===== src/rtl/srt_radix4_booth_mult_seq_if.sv =====
// srt_radix4_booth_mult_seq_if: start/done handshake and operand/result bus of the radix-4 Booth multiplier.
// Signals:
//   start        request from master, accepted only while ready=1
//   multiplicand unsigned operand A, sampled on accepted start
//   multiplier   unsigned operand B, sampled on accepted start
//   ready        slave can accept a start (IDLE or DONE)
//   done         one-cycle pulse, product valid from this cycle on
//   digit_out    signed Booth digit applied this cycle, 0 outside CALC
//   product_out  unsigned A*B, held until the next result
// Modports: master drives requests, slave (the multiplier) drives results.
interface srt_radix4_booth_mult_seq_if #(
  parameter int DATA_WIDTH = 32
);
  logic                      start;
  logic [DATA_WIDTH-1:0]     multiplicand;
  logic [DATA_WIDTH-1:0]     multiplier;
  logic                      ready;
  logic                      done;
  logic [2:0]                digit_out;
  logic [2*DATA_WIDTH-1:0]   product_out;
  modport master (output start, multiplicand, multiplier, input ready, done, digit_out, product_out);
  modport slave  (input start, multiplicand, multiplier, output ready, done, digit_out, product_out);
endinterface


===== src/rtl/srt_radix4_booth_mult_seq.sv =====
// srt_radix4_booth_mult_seq: sequential unsigned multiplier, radix-4 Booth digits MSB first, shift-left-2-then-add.
// Ports:
//   clk      clock
//   reset_n  synchronous active-low reset
//   bus      slave side of srt_radix4_booth_mult_seq_if (start/operands in, ready/done/digit/product out)
// Optional: define SRT_MULT_ZERO_SKIP_EN to finish in one cycle when either operand is zero.
module srt_radix4_booth_mult_seq #(
  parameter int DATA_WIDTH = 32
) (
  input logic                          clk,
  input logic                          reset_n,
  srt_radix4_booth_mult_seq_if.slave   bus
);
  localparam int NUM_DIGITS = DATA_WIDTH / 2 + 1;
  localparam int EW = DATA_WIDTH + 3;
  localparam int AW = 2 * DATA_WIDTH + 2;
  localparam int IW = $clog2(NUM_DIGITS);
  typedef enum logic [1:0] {IDLE, CALC, DONE} state_t;
  state_t                  state_q;
  logic [DATA_WIDTH-1:0]   a_q;
  logic [EW-1:0]           ext_q;
  logic [AW-1:0]           acc_q;
  logic [IW-1:0]           idx_q;
  logic [2:0]              digit_q;
  logic                    ready_q;
  logic                    done_q;
  logic [2*DATA_WIDTH-1:0] product_q;
  logic [EW-1:0]           ext_init;
  logic [EW-1:0]           mag;
  logic [EW-1:0]           pp;
  logic [AW-1:0]           acc_d;
  // Booth value of a triplet is -2*t2 + t1 + t0, taken mod 8 as a 3-bit two's complement digit.
  function automatic logic [2:0] recode(input logic [2:0] t);
    return {2'b00, t[1]} + {2'b00, t[0]} + {t[2], t[2], 1'b0};
  endfunction
  // ext is consumed from the top: each CALC cycle shifts it left by 2 so the current triplet is always its top 3 bits.
  assign ext_init = {2'b00, bus.multiplier, 1'b0};
  always_comb begin
    mag   = digit_q[0] ? {3'b000, a_q} : digit_q[1] ? {2'b00, a_q, 1'b0} : '0;
    pp    = digit_q[2] ? -mag : mag;
    acc_d = (acc_q << 2) + {{(AW-EW){pp[EW-1]}}, pp};
  end
  always_ff @(posedge clk) begin
    if (!reset_n) begin
      state_q   <= IDLE;
      a_q       <= '0;
      ext_q     <= '0;
      acc_q     <= '0;
      idx_q     <= '0;
      digit_q   <= '0;
      ready_q   <= 1'b1;
      done_q    <= 1'b0;
      product_q <= '0;
    end else if (bus.start && ready_q) begin
      a_q    <= bus.multiplicand;
      ext_q  <= ext_init;
      acc_q  <= '0;
      idx_q  <= IW'(NUM_DIGITS - 1);
`ifdef SRT_MULT_ZERO_SKIP_EN
      if (bus.multiplicand == '0 || bus.multiplier == '0) begin
        state_q   <= DONE;
        ready_q   <= 1'b1;
        done_q    <= 1'b1;
        digit_q   <= '0;
        product_q <= '0;
      end else begin
        state_q <= CALC;
        ready_q <= 1'b0;
        done_q  <= 1'b0;
        digit_q <= recode(ext_init[EW-1 -: 3]);
      end
`else
      state_q <= CALC;
      ready_q <= 1'b0;
      done_q  <= 1'b0;
      digit_q <= recode(ext_init[EW-1 -: 3]);
`endif
    end else if (state_q == CALC) begin
      acc_q <= acc_d;
      ext_q <= ext_q << 2;
      if (idx_q == '0) begin
        state_q   <= DONE;
        ready_q   <= 1'b1;
        done_q    <= 1'b1;
        digit_q   <= '0;
        product_q <= acc_d[2*DATA_WIDTH-1:0];
      end else begin
        idx_q   <= idx_q - 1'b1;
        digit_q <= recode(ext_q[EW-3 -: 3]);
      end
    end else begin
      state_q <= IDLE;
      done_q  <= 1'b0;
    end
  end
  assign bus.ready       = ready_q;
  assign bus.done        = done_q;
  assign bus.digit_out   = digit_q;
  assign bus.product_out = product_q;
endmodule


===== src/flat_wrapper.sv =====
// flat-port wrapper written by rule: the top's interface ports become plain ports
module srt_radix4_booth_mult_seq_flat 
#(
  parameter int DATA_WIDTH = 32
)
  (clk, reset_n, bus_start, bus_multiplicand, bus_multiplier, bus_ready, bus_done, bus_digit_out, bus_product_out);
  srt_radix4_booth_mult_seq_if #(.DATA_WIDTH(DATA_WIDTH)) bus_i ();
  input logic clk;
  input logic reset_n;
  input wire logic [$bits(bus_i.start)-1:0] bus_start;
  input wire logic [$bits(bus_i.multiplicand)-1:0] bus_multiplicand;
  input wire logic [$bits(bus_i.multiplier)-1:0] bus_multiplier;
  output wire logic [$bits(bus_i.ready)-1:0] bus_ready;
  output wire logic [$bits(bus_i.done)-1:0] bus_done;
  output wire logic [$bits(bus_i.digit_out)-1:0] bus_digit_out;
  output wire logic [$bits(bus_i.product_out)-1:0] bus_product_out;
  assign bus_i.start = bus_start;
  assign bus_i.multiplicand = bus_multiplicand;
  assign bus_i.multiplier = bus_multiplier;
  assign bus_ready = bus_i.ready;
  assign bus_done = bus_i.done;
  assign bus_digit_out = bus_i.digit_out;
  assign bus_product_out = bus_i.product_out;
  srt_radix4_booth_mult_seq #(.DATA_WIDTH(DATA_WIDTH)) u_core (.clk(clk), .reset_n(reset_n), .bus(bus_i));
endmodule

===== config.mk =====
export PLATFORM = sky130hd
export DESIGN_NAME = srt_radix4_booth_mult_seq_flat
export DESIGN_NICKNAME = d
export VERILOG_FILES = /design/src/rtl/srt_radix4_booth_mult_seq_if.sv /design/src/rtl/srt_radix4_booth_mult_seq.sv /design/src/flat_wrapper.sv
export SDC_FILE = /design/constraint.sdc
export NUM_CORES = 1
export LEC_CHECK = 0
export ABC_AREA = 1
export CAP_MARGIN = 10
export CORE_ASPECT_RATIO = 0.6
export CORE_MARGIN = 8
export CORE_UTILIZATION = 59
export CTS_CLUSTER_SIZE = 40
export DETAILED_ROUTE_END_ITERATION = 10
export PLACE_DENSITY = 0.84
export SYNTH_ARGS = -nofsm -noshare
export SYNTH_HDL_FRONTEND = slang
export SYNTH_SLANG_ARGS = --single-unit

===== constraint.sdc =====
create_clock -name clk -period 3.8 [get_ports clk]
set_input_delay 0.76 -clock clk [delete_from_list [all_inputs] [get_ports clk]]
set_output_delay 0.76 -clock clk [all_outputs]
set_load 0.01 [all_outputs]

==> impl.org <==
** Setup path
- Cells on worst reg2reg path :: 27
- STA classifies the critical path startpoint as a flip-flop.
- Startpoint of the most critical setup path :: u_core.bus.digit_out[1]$_SDFFE_PP0P_
- Category of the most critical setup path :: flip-flop to flip-flop
- Crit Path Max Fanout :: 5
- STA classifies the critical path endpoint as a flip-flop.
- Reg2Reg Launch Point :: u_core.bus.digit_out[1]$_SDFFE_PP0P_
- Crit path DAT :: 4210 ps
- STA puts the critical path data required time at 4230 ps.

** Drt
- DR pass1 iterations :: 8
- DRC marker count from the first detailed-route iteration :: 2,218
- Post-route DRC :: 0
- Average via count per standard cell :: 5.56
- In this run the remaining antenna-violating nets after routing total 0.
- Vias after detailed routing :: 16,700
- The routed design has 53,400 um of wire.
- Average wire length per cell after detail routing :: 17.7 um

** Cells and area
- Layout area overhead :: 34.1%
- The library cell used most frequently in the layout, excluding fill and tap cells, is nand2_1.
- The multi-input combinational cells in the finished layout cover a total of 0.00964 mm2.
- Fill cells in the final layout number 1,764.
- Flip-flop and latch area :: 0.00403 mm2
- In the final layout, the share of cells above drive strength 1 is 0.190.
- Antenna Diode Count :: 0
- Net total in the final layout :: 2,814
- The library cells used most frequently in the layout, excluding fill and tap cells, are nand2_1, inv_1, nor2_1.
- Final Cell Area :: 0.0190 mm2

** Placed design
- The congestion estimate from routability-driven global placement came to 1.13.
- Input/output buffers :: 135
- The placed instances occupy a cell area of 0.0169 mm2.
- Final HPWL DP :: 40,300 um

** Timing
- For the pin with the worst max-slew slack, the measured transition is 928 ps.
- Fmax achieved :: 0.265 GHz
- Setup repair after global routing could not meet its margin everywhere.
- Across the routed clock network, the largest skew measured is 22.2 ps.
- Normalized max-slew margin :: 0.382
- The worst path in the final design needs a cycle of 3780 ps, including I/O delays and setup.
- Of the available clock period, the critical path in the final layout requires 0.994.
- The final hold violation count came to 0.
- Setup violators final :: 0
- The final-report max-slew violation count was 0.

** Power
- Power density cells :: 292 mW/mm2
- Worst-case vdd ir drop :: 0.000335 V
- Overall power :: 0.00556 W
- Leakage dissipation :: 9.77 nW

** GRT
- Total track usage :: 0.336
- Total grt overflow :: 0
- Wire length of the first global-routing pass :: 79,200 um
- The number of antenna violations at the first check in global routing was 0.
- Via count of the first global-routing pass :: 14,900
- Maximum number of pins on one net before global-route repair :: 88

** Floorplan
- After floorplanning, the core was divided into 44 placement rows.
- Starting density of the core :: 0.594
- The floorplan step set the die width to 216 um.
- Total Die Area :: 0.0294 mm2
- In this run the standard cell core region covers 0.0239 mm2.
- Die Span Y :: 136 um
- Top Ports :: 136

** CTS
- Num CTS Buffers :: 20
- Clock tree from TritonCTS :: done
- Counting every sink on the clock net gives 201.
- Deepest level of the CTS H-tree :: 1
- Maximum clock insertion buffer count :: 3
- Worst-skew pair later-pin latency :: 540 ps
- Clock slew at reported path FFs :: 70 ps
- CTS Root Buffer Type :: clkbuf_16

** Synthesis
- Count of warnings emitted by yosys :: 0
- Counting every instance in the synthesized netlist gives 2,418.
- Number of distinct library cells after synthesis :: 42
- Async S/R FF share, synth :: 0
- Post-Synthesis Mean Instance Area :: 5.87 um2
- Top cells by area in the synthesized netlist :: dfxtp_1, nand2_1, inv_1
- The share of synthesized area in the top cell type comes to 0.284.
- Synthesized net count :: 2,558
- Cell type contributing the most total cell area after synthesis :: dfxtp_1
- For this run, the leading register cell type out of synthesis is dfxtp_1.
- Counting flops and latches in the post-synthesis netlist gives 201.
- Yosys mapped a number of flops with a built-in enable equal to 0.
- Summed instance area of the synthesized netlist :: 0.0142 mm2
- Sequential cell area fraction in the yosys report :: 0.284

** Run
- Max-capacitance violation count :: 0

** Hold path
- Tightest Hold Check Type :: flip-flop to flip-flop
- Worst Min Path Start :: u_core.bus.product_out[19]$_SDFFE_PN0P_
- Count of cells along the worst hold path :: 2

** Run status
- The run finished with clean final reports.
-- layout make-up --
class,count,share of cell area
sequential,201,0.212
tap,322,0.0212
multi-input combinational,1737,0.507
clock buffer,25,0.0299
inverter,410,0.0810
timing repair buffer,304,0.142
clock inverter,11,0.00809
-- metal layers --
metal  global-route usage  vias up  part of all wire
met5                    0        -                 0
met4               0.0618        0             0.020
met3                0.137       98              0.16
met2                0.459     1053              0.39
met1                0.487     7657              0.44
li1                     -     7928                 -
-- synthesized netlist by cell type (all sizes together), types with 27 or more instances --
cell type    n
o21ai      143
a31oi       33
ha          72
nand3       97
xor2        33
xnor2       27
nand2      908
a21oi       71
inv        408
dfxtp      201
nor2       281
clkbuf      50
-- flip-flops by register name (all words and copies together), names as in the netlist --
signal	cells
u_core.bus.product_out	64
u_core.acc_q	62
u_core.a_q	32
u_core.ext_q	32
u_core.idx_q	5
u_core.bus.digit_out	3
u_core.state_q	2
u_core.bus.ready	1
-- stage by stage --
step	worst slack (ps)	utilization	hold WS [ps]	std cells	TNS, ps
finish	22.4	0.797	456	3010	0
global route	-134	0.797	473	3010	-2430
CTS	0.00133	0.740	458	3004	0
detailed placement	-93.6	0.707	440	2968	-517
global placement	-105	0.707	436	2968	-270
floorplan	234	-	441	2418	0
-- cell families (layout without fill, tap and decap cells) --
family                   Yosys count  after routing  share of synthesized area
flip-flops                       201            201                      0.284
adder cells (fa/ha/maj)           73             73                     0.0649
XOR/XNOR                          60             60                     0.0370
AO/OA/AOI/OAI                    294            294                      0.117
AND/OR/NAND/NOR                 1310           1310                      0.366
buffers and inverters            480            750                      0.131
-- report_power, final --
| group | switching, W | internal [W] | total (W) |
|---|---|---|---|
| combinational | 0.000601 | 0.000428 | 0.00103 |
| sequential | 0.0000955 | 0.00221 | 0.00231 |
| clock | 0.000942 | 0.00128 | 0.00222 |
| total | 0.00164 | 0.00392 | 0.00556 |
-- path summary, 6_finish.rpt --
path                                                  end  slack [ps]
setup reg to reg            u_core.acc_q[30]$_SDFFE_PP0P_          20
hold / removal    u_core.bus.product_out[19]$_SDFFE_PN0P_         460
hold reg to reg   u_core.bus.product_out[19]$_SDFFE_PN0P_         460
setup / recovery            u_core.acc_q[30]$_SDFFE_PP0P_          20
-- repair_timing --
action / in CTS / in global routing
endpoints found under the setup margin: 26 / 99
hold buffers: 0 / 0
buffers inserted: 0 / 7
gates resized for setup: 13 / 317
pin swaps: 0 / 37
cloned: 0 / 0
-- critical path: stages (launching register included) --
cell and delay, ps:
dfxtp_1 320, inv_1 80, nor2_1 60, a21boi_2 180, ha_2 210, nand3_2 80
nor2_4 100, nand2_2 80, nor2_4 220, nand3_2 120, nand2_4 100, o21ai_2 70
xor2_1 290, inv_1 130, ha_4 270, nand2_2 90, inv_2 60, nand2_1 60
nand2_1 90, a21oi_2 210, buf_4 160, o21bai_2 70, inv_1 70, nand2_2 110
xnor2_2 250, nand2_1 80, nand2_1 90, inv_1 40
No activity file was read; power rests on OpenSTA's default activity.
==> edit, RTL diff (config.mk and constraints unchanged) <==
The option `SRT_MULT_ZERO_SKIP_EN` is turned on by a define.
--- a/src/rtl/srt_radix4_booth_mult_seq.sv
+++ b/src/rtl/srt_radix4_booth_mult_seq.sv
@@ -4,6 +4,8 @@
 //   reset_n  synchronous active-low reset
 //   bus      slave side of srt_radix4_booth_mult_seq_if (start/operands in, ready/done/digit/product out)
 // Optional: define SRT_MULT_ZERO_SKIP_EN to finish in one cycle when either operand is zero.
+`define SRT_MULT_ZERO_SKIP_EN
+
 module srt_radix4_booth_mult_seq #(
   parameter int DATA_WIDTH = 32
 ) (
Formal check against the unedited RTL: not equivalent (Yosys sat finds a counterexample within 4 cycles, from zero or initial values and one cycle with reset_n low).
==> edit against the original RTL <==
The flow now finishes with violations (setup timing); via count is 6.3% higher; total power grew 12%; sequential cell count did not move; area after synthesis is 0.82% higher; cell area increased by 4.1%; worst setup slack lost 0.075 ns; non-clock buffer count is 49 higher; wire length up 11%; critical path type unchanged.
==> edit: results (changes against the original RTL) <==
| Metric | Value |
|---|---|
| Outcome | `complete, but fails checks` |
| Failing checks | `setup timing` |
| Worst setup margin | `-0.05309 ns (-0.07545 ns)` |
| Depth of the CTS H-tree | `1 (unchanged)` |
| Postcts setup bufs | `1 (+1)` |
| Top fanout value on the critical path | `8 (+3)` |
| Layout cells sized above 1 | `22.40% (+3.3 points)` |
| Initial antenna violation count | `0 (unchanged)` |
| Skew final | `0.01369 ns (-0.008479 ns)` |
| Clock Latency Late Sink | `0.53 ns` |
| DP Cell Count | `3021 (+1.8%)` |
| Fill count | `1547 (-12%)` |
| Post-cts sizing count | `31 (+18)` |
| Least-Margin Pin Slew | `1.113 ns (+0.1851 ns)` |
| Worst Setup Start Kind | `flop` |
| Gp weighted congestion | `1.103 (-2.0%)` |
| Top post-synthesis cells by area | `dfxtp_1 (28%), nand2_1 (22%), inv_1 (9.6%)` |
| Avg WL per Cell | `19.27 um (+8.6%)` |
| Min-Delay Path Depth | `2 (unchanged)` |
| Netlist cell types | `44 (+4.8%)` |
| Detail Placement HPWL | `40.80 mm (+1.3%)` |
| # diodes | `0 (unchanged)` |
| Pre-CTS setup slack | `-0.2731 ns (-0.1795 ns)` |
| Nets@finish | `2876 (+2.2%)` |
| Syn Inst Count | `2441 (+0.95%)` |
| Worst R2R Path Depth | `25 (-7.4%)` |
| Post-synthesis sequential area ratio | `28.13% (-0.23 points)` |
| Synth top cells by count | `nand2_1 (837), inv_1 (364), nor2_1 (312), dfxtp_1 (201), nand3_1 (167)` |
| Worst r2r src | `u_core.bus.digit_out[0]$_SDFFE_PN0P_` |
| CTS clock-pin slew for the worst setup and hold paths | `0.08 ns` |
| Vias in the first global route | `15538 (+4.4%)` |
| Min Hold Slack | `0.4636 ns (+0.007508 ns)` |
| Cell Area, Placed | `17230 um^2 (+1.9%)` |
| Synth Net Count | `2576 (+0.70%)` |
| First-pass GRT wire length | `83.59 mm (+5.6%)` |
| Hold crit path type | `flop to flop` |
| VDD IR max | `0.3363 mV (+0.42%)` |
| Ys async rst share | `0% (unchanged)` |
| TritonCTS buffer count | `20 (unchanged)` |
| Worst path arrival time | `4.33 ns (+0.12 ns)` |
| Crit. End Element | `flop` |
| First drt pass iteration count | `8 (unchanged)` |
| Setup TNS | `-0.1427 ns (-0.1427 ns)` |
| Reg2reg end | `u_core.acc_q[20]$_SDFFE_PP0P_` |
| Vias per inst | `5.779 (+3.9%)` |
| Vias | `17782 (+6.3%)` |
| Ys Warns | `0 (unchanged)` |
| Initial DRC count | `2304 (+3.9%)` |
| Final setup violation count | `6 (+6)` |
| Pleak | `10.24 nW (+4.8%)` |
| All-Layer GR Usage | `35.07% (+1.5 points)` |
| Largest net degree at the start of global routing | `99 (+13%)` |
[edit: where the power goes]
group | internal (mW) | total, mW | leakage (nW) | switching (mW)
Clock | 1.24 | 2.17 | 0.342 | 0.930
Combinational | 0.651 | 1.67 | 8.26 | 1.02
Sequential | 2.24 | 2.37 | 1.64 | 0.126
Total | 4.14 | 6.22 | 10.2 | 2.08
[edit: layout make-up]
cell class | instances | area [um^2] | share of cell area [%]
Clock buffer | 25 | 549.3 | 2.774
Clock inverter | 11 | 152.6 | 0.7708
Inverter | 370 | 1391 | 7.025
Multi-Input combinational cell | 1795 | 10200 | 51.52
Sequential cell | 201 | 4029 | 20.34
Tap cell | 322 | 402.9 | 2.034
Timing Repair Buffer | 353 | 3075 | 15.53
[edit: cell families after synthesis]
| group | count (synthesis) | share of synthesized area [%] |
|---|---|---|
| AOI/OAI and AO/OA | 255 | 9.648 |
| DFF | 201 | 28.13 |
| xor gates and xnor gates | 61 | 3.735 |
| and+or+nand+nor | 1411 | 40.38 |
| buffers and inverters | 445 | 12.11 |
| adders and majority gates | 68 | 6.001 |
[edit: worst max-delay path: stages (launching register included)]
cell and delay (ns):
dfxtp_4 0.44, nor2_4 0.08, nand2_2 0.07, nand2_2 0.07, inv_2 0.10, ha_4 0.13, inv_2 0.04, nor2_2 0.10
nand2_2 0.09, nor2_4 0.18, nand3_4 0.12, nand2_2 0.11, buf_4 0.20, xnor2_1 0.09, ha_1 0.42, nand2_2 0.16
nor2_4 0.17, buf_4 0.12, inv_1 0.05, nor2_2 0.15, nor2_1 0.06, nand2_1 0.12, buf_4 0.16, xor2_1 0.36
o21ai_0 0.13, inv_1 0.07
[edit: how the worst min path moves through the flow]
| stage | startpoint | endpoint |
|---|---|---|
| after floorplan | u_core.idx_q[0]$_SDFFE_PP0P_ | u_core.idx_q[0]$_SDFFE_PP0P_ |
| after global placement | u_core.ext_q[2]$_SDFFE_PN0P_ | u_core.ext_q[2]$_SDFFE_PN0P_ |
| after detailed placement | u_core.bus.product_out[37]$_SDFFE_PN0P_ | u_core.bus.product_out[37]$_SDFFE_PN0P_ |
| after CTS | u_core.bus.product_out[37]$_SDFFE_PN0P_ | u_core.bus.product_out[37]$_SDFFE_PN0P_ |
| after global routing | u_core.bus.product_out[37]$_SDFFE_PN0P_ | u_core.bus.product_out[37]$_SDFFE_PN0P_ |
| final | u_core.bus.product_out[37]$_SDFFE_PN0P_ | u_core.bus.product_out[37]$_SDFFE_PN0P_ |
[edit: per-layer routing]
layer	wire length, um	track usage [%]	up-vias
met5	0	0	-
met4	1891	6.213	0
met3	9047	10.62	220
met2	24310	51.82	1238
met1	24040	50.03	8142
li1	-	-	8182
